--- src/rtl/clock_divider_multi.sv ---
// Multi-channel programmable clock divider: each channel runs its own ratio/mode,
// with reconfiguration shadowed and applied only at a period boundary.
module clock_divider_multi #(
    parameter int CHANNELS      = 4,
    parameter int WIDTH         = 16,
    parameter int DEFAULT_RATIO = 10,
    parameter int CH_W          = (CHANNELS > 1) ? $clog2(CHANNELS) : 1
) (
    input  logic                clk_in,
    input  logic                reset,
    input  logic [CHANNELS-1:0] enable,
    input  logic                sync,
    input  logic                cfg_we,
    input  logic [CH_W-1:0]     cfg_ch,
    input  logic [WIDTH-1:0]    cfg_ratio,
    input  logic                cfg_mode,
    output logic [CHANNELS-1:0] clk_out,
    output logic [CHANNELS-1:0] tick
);

    logic                run_q   [CHANNELS];
    logic                run_d   [CHANNELS];
    logic [WIDTH-1:0]    cnt_q   [CHANNELS];
    logic [WIDTH-1:0]    cnt_d   [CHANNELS];
    logic [WIDTH-1:0]    ratio_q [CHANNELS];
    logic [WIDTH-1:0]    ratio_d [CHANNELS];
    logic                mode_q  [CHANNELS];
    logic                mode_d  [CHANNELS];
    logic [WIDTH-1:0]    shr_q   [CHANNELS];
    logic [WIDTH-1:0]    shr_d   [CHANNELS];
    logic                shm_q   [CHANNELS];
    logic                shm_d   [CHANNELS];
    logic                pend_q  [CHANNELS];
    logic                pend_d  [CHANNELS];
    logic [CHANNELS-1:0] clk_out_q, clk_out_d;
    logic [CHANNELS-1:0] tick_q, tick_d;

    // Square mode needs at least two cycles per period; pulse mode at least one.
    function automatic logic [WIDTH-1:0] eff_ratio(input logic [WIDTH-1:0] r, input logic m);
        logic [WIDTH-1:0] e;
        if (m) begin
            e = (r < WIDTH'(1)) ? WIDTH'(1) : r;
        end else begin
            e = (r < WIDTH'(2)) ? WIDTH'(2) : r;
        end
        return e;
    endfunction

    function automatic logic wave(input logic [WIDTH-1:0] k, input logic [WIDTH-1:0] e,
                                  input logic m);
        logic w;
        if (m) begin
            w = (k == e - WIDTH'(1));
        end else begin
            w = (k >= (e >> 1));
        end
        return w;
    endfunction

    // Per-channel next state; the outputs are derived from the next-state count.
    always_comb begin
        logic bnd;
        logic wr;
        clk_out_d = {CHANNELS{1'b0}};
        tick_d    = {CHANNELS{1'b0}};
        for (int c = 0; c < CHANNELS; c++) begin
            bnd        = 1'b0;
            wr         = cfg_we && (cfg_ch == CH_W'(c));
            run_d[c]   = run_q[c];
            cnt_d[c]   = cnt_q[c];
            if (!enable[c] || (ratio_q[c] == WIDTH'(0))) begin
                run_d[c] = 1'b0;
                cnt_d[c] = WIDTH'(0);
                bnd      = 1'b1;
            end else if (!run_q[c] || sync ||
                         (cnt_q[c] == eff_ratio(ratio_q[c], mode_q[c]) - WIDTH'(1))) begin
                run_d[c] = 1'b1;
                cnt_d[c] = WIDTH'(0);
                bnd      = 1'b1;
            end else begin
                cnt_d[c] = cnt_q[c] + WIDTH'(1);
            end
            // Only a value already pending moves to active; this edge's write waits.
            if (bnd && pend_q[c]) begin
                ratio_d[c] = shr_q[c];
                mode_d[c]  = shm_q[c];
                pend_d[c]  = 1'b0;
            end else begin
                ratio_d[c] = ratio_q[c];
                mode_d[c]  = mode_q[c];
                pend_d[c]  = pend_q[c];
            end
            if (wr) begin
                shr_d[c]  = cfg_ratio;
                shm_d[c]  = cfg_mode;
                pend_d[c] = 1'b1;
            end else begin
                shr_d[c] = shr_q[c];
                shm_d[c] = shm_q[c];
            end
            clk_out_d[c] = run_d[c] &
                           wave(cnt_d[c], eff_ratio(ratio_d[c], mode_d[c]), mode_d[c]);
            tick_d[c]    = run_d[c] & (cnt_d[c] == WIDTH'(0));
        end
    end

    // State and output registers with synchronous reset.
    always_ff @(posedge clk_in) begin
        if (reset) begin
            for (int c = 0; c < CHANNELS; c++) begin
                run_q[c]   <= 1'b0;
                cnt_q[c]   <= WIDTH'(0);
                ratio_q[c] <= WIDTH'(DEFAULT_RATIO);
                mode_q[c]  <= 1'b0;
                shr_q[c]   <= WIDTH'(DEFAULT_RATIO);
                shm_q[c]   <= 1'b0;
                pend_q[c]  <= 1'b0;
            end
            clk_out_q <= {CHANNELS{1'b0}};
            tick_q    <= {CHANNELS{1'b0}};
        end else begin
            for (int c = 0; c < CHANNELS; c++) begin
                run_q[c]   <= run_d[c];
                cnt_q[c]   <= cnt_d[c];
                ratio_q[c] <= ratio_d[c];
                mode_q[c]  <= mode_d[c];
                shr_q[c]   <= shr_d[c];
                shm_q[c]   <= shm_d[c];
                pend_q[c]  <= pend_d[c];
            end
            clk_out_q <= clk_out_d;
            tick_q    <= tick_d;
        end
    end

    assign clk_out = clk_out_q;
    assign tick    = tick_q;

endmodule

--- config.mk ---
export PLATFORM = sky130hd
export DESIGN_NAME = clock_divider_multi
export DESIGN_NICKNAME = d
export VERILOG_FILES = /design/src/rtl/clock_divider_multi.sv
export SDC_FILE = /design/constraint.sdc
export NUM_CORES = 1
export LEC_CHECK = 0
export CAP_MARGIN = 5
export CORE_MARGIN = 2
export CORE_UTILIZATION = 30
export CTS_CLUSTER_DIAMETER = 50
export DETAILED_ROUTE_END_ITERATION = 8
export SYNTH_ARGS = -nofsm -noshare
export SYNTH_HDL_FRONTEND = slang
export SYNTH_SLANG_ARGS = --single-unit
--- constraint.sdc ---
create_clock -name clk_in -period 22.3 [get_ports clk_in]
set_input_delay 3.345 -clock clk_in [delete_from_list [all_inputs] [get_ports clk_in]]
set_output_delay 3.345 -clock clk_in [all_outputs]
set_load 0.02 [all_outputs]
==> results of run 1 <==
critical path, delay by kind of cell, from the launching register on:
kind / cells / cell delay [ns]
xor+xnor: 2 / 0.25
simple gates: 16 / 4.52
flops: 1 / 0.41
compound gates: 5 / 1.40
mux: 1 / 0.42
buf+inv: 2 / 0.54
fa+ha+maj: 2 / 0.51
routing by layer:
metal,share of wire [%],vias up,track usage [%]
li1,-,7055,-
met1,45,6993,24.0
met2,46,450,29.1
met3,5.7,89,3.24
met4,3.0,0,5.95
met5,0,-,0
state kept, by name, summed over array words and instances (netlist names):
signal,count
ratio_q,64
cnt_q,64
pend_q,4
mode_q,4
clk_out,4
tick,4
shm_q,4
run_q,4
shr_q,64
cells in the final DEF, fill, tap and decap left out, drive strengths merged, types with 10 or more instances in the layout:
cell / instances
mux2i: 87
a21oi: 124
and2: 15
or2: 20
nand3b: 24
o211ai: 11
inv: 42
xor2: 94
nand2: 245
nand2b: 21
clkinv: 11
a21o: 29
a211oi: 12
a31oi: 17
o31ai: 21
nor2: 241
nor3: 105
dfxtp: 216
nor4: 46
nand4: 23
clkbuf: 41
or3: 30
and3: 24
ha: 72
nand3: 56
xnor2: 122
or4: 21
o21ai: 46
clkdlybuf4s50: 33
nor3b: 10
mux2: 11
nor4b: 10
metrics by stage:
step	instance area (um^2)	setup slack [ns]	power (mW)	std cells
final	17400	14.15	0.999	2677
after CTS	17400	14.16	1.01	2677
after detailed placement	16300	13.74	0.478	2619
after floorplan	15600	14.26	0.452	2013
after global routing	17400	13.48	1.03	2677
after global placement	16300	13.89	0.477	2619
Yosys cell counts (11+ instances only):
cell	count	share of area, %
nor4_1	40	1.6
nor3_1	105	3.4
a31oi_1	17	0.68
nand2_1	244	5.9
xnor2_1	122	6.9
nand2b_1	21	0.84
or4_1	20	0.96
nand3b_1	24	1.2
nand4_1	23	0.92
o31ai_1	21	1.0
and3_1	24	0.96
ha_1	72	5.8
inv_1	40	0.96
or2_2	18	0.72
nor2_1	239	5.8
a21o_1	28	1.4
clkbuf_1	78	1.9
xor2_1	94	5.3
nand3_1	56	1.8
buf_2	21	0.68
o21ai_0	44	1.4
o211ai_1	11	0.53
a21oi_1	124	4.0
and2_1	15	0.60
or3_1	30	1.2
dfxtp_1	216	28
a211oi_1	11	0.53
mux2i_1	86	5.5
path summary, 6_finish.rpt:
path	depth (start not counted)	startpoint	slack [ns]	endpoint
min	2	shr_q[0][0]$_SDFFE_PP0P_	0.48	shr_q[0][0]$_SDFFE_PP0P_
max reg2reg	28	ratio_q[0][7]$_SDFF_PP0_	14.15	clk_out[0]$_SDFF_PP0_
max	28	ratio_q[0][7]$_SDFF_PP0_	14.15	clk_out[0]$_SDFF_PP0_
min reg2reg	2	shr_q[0][0]$_SDFFE_PP0P_	0.48	shr_q[0][0]$_SDFFE_PP0P_
cell type report:
class | count | area share (%)
well taps | 680 | 4.88
multi-input cells | 1641 | 60.8
flip-flops and latches | 216 | 24.8
clock buffers | 41 | 5.33
inverters | 40 | 0.861
clock inverters | 17 | 1.04
repair buffers | 42 | 2.30
cell families after synthesis:
group,after synthesis,synth area share (%)
xor gates and xnor gates,218,12.4
AOI/OAI and AO/OA,331,13.8
adders and majority gates,72,5.79
DFF,216,27.8
and+or+nand+nor,922,29.5
buffers and inverters,156,4.20
muxes,98,6.50
power by group:
part	switching [mW]	internal, mW	total, mW
Sequential	0.00909	0.393	0.402
Combinational	0.0431	0.0256	0.0688
Clock	0.207	0.322	0.529
==> flow_summary.ini, run 1 <==
[run_status]
outcome = finished, final reports clean

[yosys]
synth.distinct_cells = 84
ys_warn_count = 0
syn_avg_cell_area_um2 = 7.73
netlist_instances = 2013
ys_seq_area_share_pct = 27.8
synth_edf_count = 0
syn-num-nets = 2112
synth_area_um2 = 15600
async_flop_share_pct = 0
synthFlopType = dfxtp_1
ys_seq_elements = 216

[clock_tree]
cts_buffers = 35
cts_hold_buf = 0
clkTransAtPathRegs_ns = 0.05
clk_latency_ns = 0.56
h-tree-depth = 2
cts_tree = built
cts-root-buf = clkbuf_16
clkSinkCount = 216
ctsResizeCount = 0
cts_buffer_depth = 3
cts_setup_buffers = 0

[layout]
antenna_cells = 0
fillers = 5379
final_core_util_pct = 34.0
drive_gt1_share_pct = 5.86
seq_area_um2 = 4320
nets = 2075
areaGrowthSynthToFinish_pct = 12.0
multi_input_area_um2 = 10600

[timing]
whs_ns = 0.478
slew_viol_final = 0
period_share_pct = 36.5
setup_tns_ns = 0
grt_setup_unrepaired = false
max_freq_ghz = 0.123
worst_clock_skew_ns = 0.0345
worst_pin_slew_ns = 1.09
setup_viol = 0
max_slew_margin_pct = 26.8
hold_violations = 0
period_needed_ns = 8.15

[detailed_routing]
first_pass_iters = 5
wl_per_cell_um = 18.2
vias = 14587
vias_per_cell = 5.45
drt_wl_total_um = 48600
drc = 0
ant_nets = 0
drt-initial-drc-count = 1203

[setup_path]
critPathKind = flop to flop
critPathArrivalTime_ns = 8.60
critPathCaptureType = flop
required_ns = 22.76
max_stage_delay_ns = 0.52
cp_max_fo = 35
slowest_stage = or3b_2
crit_path_start_kind = flop

[global_route]
grt_pass1_vias = 14102
overflow = 0
antenna_found_initial = 0
grt_max_degree = 90
grt_util_all_layers_pct = 18.0
grt_pass1_wl_um = 77900

[placement]
port_buffers = 34
place.gp.congestion = 0.931
hpwl_um = 36200

[floorplanning]
dieHeight_um = 232
core_um2 = 51300
start_util_pct = 30.3
fp-row-count = 83
die_w_um = 232
dieArea_um2 = 53700
ios = 35

[hold_path]
hold_class = flop to flop

[job]
drv_cap = 0

[pwr]
peakVddDrop_uv = 51.3
cellPowerDensity_nw_per_um2 = 57.3
leakagePower_nw = 6.95
Note: power is estimated with default switching activity, not from simulation.
==> inputs of run 2 (changes only) <==
clock period = 6.7 ns   (was 22.3 ns; I/O delays follow)
==> run 2 against run 1 <==
  * Maximum frequency grew 26%
  * Largest cell class unchanged
  * Non-clock buffer count is 55 higher
  * Critical path depth grew 1
  * Highest routed layer unchanged
  * Critical path type unchanged
==> flow_summary.ini, run 2 (same netlist as run 1, synthesis figures left out) <==
[pwr]
peakVddDrop_uv = 108
p_seq_share_pct = 40.4
switching_share_pct = 26.2
p_int_mw = 2.44
leakagePower_nw = 7.27
clockPowerShare_pct = 52.3
cellPowerDensity_nw_per_um2 = 183
power_frac_comb_pct = 7.3
switchingPower_uw = 865

[detailed_routing]
wl_met3_um = 2700
topRoutingLayerUsed = met4
met1_length_um = 22700
wl_met2_um = 23200
vias_per_cell = 5.41
wl_per_cell_um = 18.3
drt-initial-drc-count = 1078
ant_nets = 0
drt_wl_total_um = 49900
first_pass_iters = 7
drc = 0
vias = 14776

[timing]
hold_violations = 0
slew_viol_final = 0
period_share_pct = 96.8
grt_setup_unrepaired = true
worst_clock_skew_ns = 0.0230
max_slew_margin_pct = 23.3
period_needed_ns = 6.48
worst_pin_slew_ns = 1.15
setup_viol = 0
max_freq_ghz = 0.154

[global_route]
grt_max_degree = 106
antenna_found_initial = 0
overflow = 0
grt_util_all_layers_pct = 18.3
grt_pass1_vias = 14530
grt_pass1_wl_um = 79400

[floorplanning]
die_w_um = 232
fp-row-count = 83
core_um2 = 51300
ios = 35
start_util_pct = 30.3
dieHeight_um = 232
dieArea_um2 = 53700

[setup_path]
critPathCaptureType = flop
required_ns = 7.12
max_stage_delay_ns = 0.58
critPathKind = flop to flop
crit_path_start_kind = flop
rrSetupSlack_ns = 0.22
cp_max_fo = 7
rr_worst_depth = 29
slowest_stage = or4b_2
crit_end = clk_out[0]$_SDFF_PP0_
critPathArrivalTime_ns = 6.90
rr_endpoint = clk_out[0]$_SDFF_PP0_
r2r_start = ratio_q[0][7]$_SDFF_PP0_
critPathLaunch = ratio_q[0][7]$_SDFF_PP0_
cpMostUsedCell = a21o_1

[placement]
placed_cells = 2668
place_area_um2 = 16700
place.gp.congestion = 0.951
port_buffers = 34
hpwl_um = 37500

[clock_tree]
clkSinkCount = 216
cts_buffers = 34
clkTransAtPathRegs_ns = 0.05
cts_buffer_depth = 3
cts_tree = built
clk_latency_ns = 0.55
cts-root-buf = clkbuf_16
h-tree-depth = 2
cts_hold_buf = 0

[layout]
areaGrowthSynthToFinish_pct = 15.8
final_common_cell = nand2_1
reg_top3 = cnt_q (64), ratio_q (64), shr_q (64)
post-route-cell-area_um2 = 18000
final_cell_mix = nand2_1, nor2_1, dfxtp_1
antenna_cells = 0
nets = 2129
drive_gt1_share_pct = 9.69
final_cells = 2733

[hold_path]
hold_class = flop to flop
min_from = shm_q[2]$_SDFFE_PP0P_

[run_status]
outcome = finished, final reports clean

[job]
drv_cap = 0
[run 2: cell types whose count changed in the layout (fill, tap and decap cells not counted), moves of 4 or more]
cell,delta
buf_4,+53
inv_6,+4
nor4_1,-4
or4_1,-4
or4_4,+4
[run 2: worst max-delay path, delay by kind of cell, from the launching register on]
| family | cells | cell delay [ns] |
|---|---|---|
| buf+inv | 3 | 0.43 |
| fa+ha+maj | 2 | 0.43 |
| flops | 1 | 0.33 |
| compound gates | 12 | 2.20 |
| simple gates | 12 | 2.98 |
[run 2: worst min-delay path by stage]
stage               cells after the start                        end
floorplan                               2   shr_q[0][8]$_SDFFE_PP0P_
global placement                        2  shr_q[0][15]$_SDFFE_PP0P_
detailed placement                      2      shm_q[2]$_SDFFE_PP0P_
CTS                                     2  shr_q[0][15]$_SDFFE_PP0P_
global route                            2      shm_q[3]$_SDFFE_PP0P_
finish                                  2      shm_q[2]$_SDFFE_PP0P_
[run 2: layout make-up]
| cell class | count | area [um^2] |
|---|---|---|
| clock buffer | 42 | 931 |
| clock inverter | 17 | 164 |
| fill | 5371 | 33300 |
| inverter | 40 | 150 |
| multi-input combinational | 1641 | 10800 |
| sequential | 216 | 4320 |
| tap | 680 | 851 |
| timing repair buffer | 97 | 831 |
[run 2: what timing repair did]
item | in CTS | in global routing
resized for setup | 0 | 28
buffers inserted | 0 | 6
endpoints found under the hold margin | 0 | 0
setup endpoints to repair | 0 | 4
[run 2: through the flow]
| stage | worst slack, ns | power [mW] | setup TNS (ns) | hold slack (ns) | utilization [%] |
|---|---|---|---|---|---|
| floorplan | 0.00742 | 1.51 | 0 | 0.443 | - |
| global placement | 0.205 | 1.59 | 0 | 0.468 | 32.6 |
| detailed placement | 0.0792 | 1.60 | 0 | 0.471 | 32.6 |
| CTS | 0.0408 | 3.34 | 0 | 0.480 | 34.7 |
| global route | -0.0351 | 3.43 | -0.0351 | 0.513 | 35.1 |
| finish | 0.216 | 3.30 | 0 | 0.487 | 35.1 |
[run 2: per-layer routing]
metal	global-route usage, %	vias up
met1	24.3	7088
li1	-	7170
met4	5.97	0
met2	30.5	432
met5	0	-
met3	2.57	86
[run 2: power by group through the flow]
stage / Clock [mW] / Combinational [mW] / Sequential, mW
after detailed placement: 0 / 0.234 / 1.36
after global routing: 1.83 / 0.261 / 1.34
final: 1.73 / 0.239 / 1.34
after global placement: 0 / 0.232 / 1.36
after floorplan: 0 / 0.157 / 1.35
after CTS: 1.77 / 0.235 / 1.33
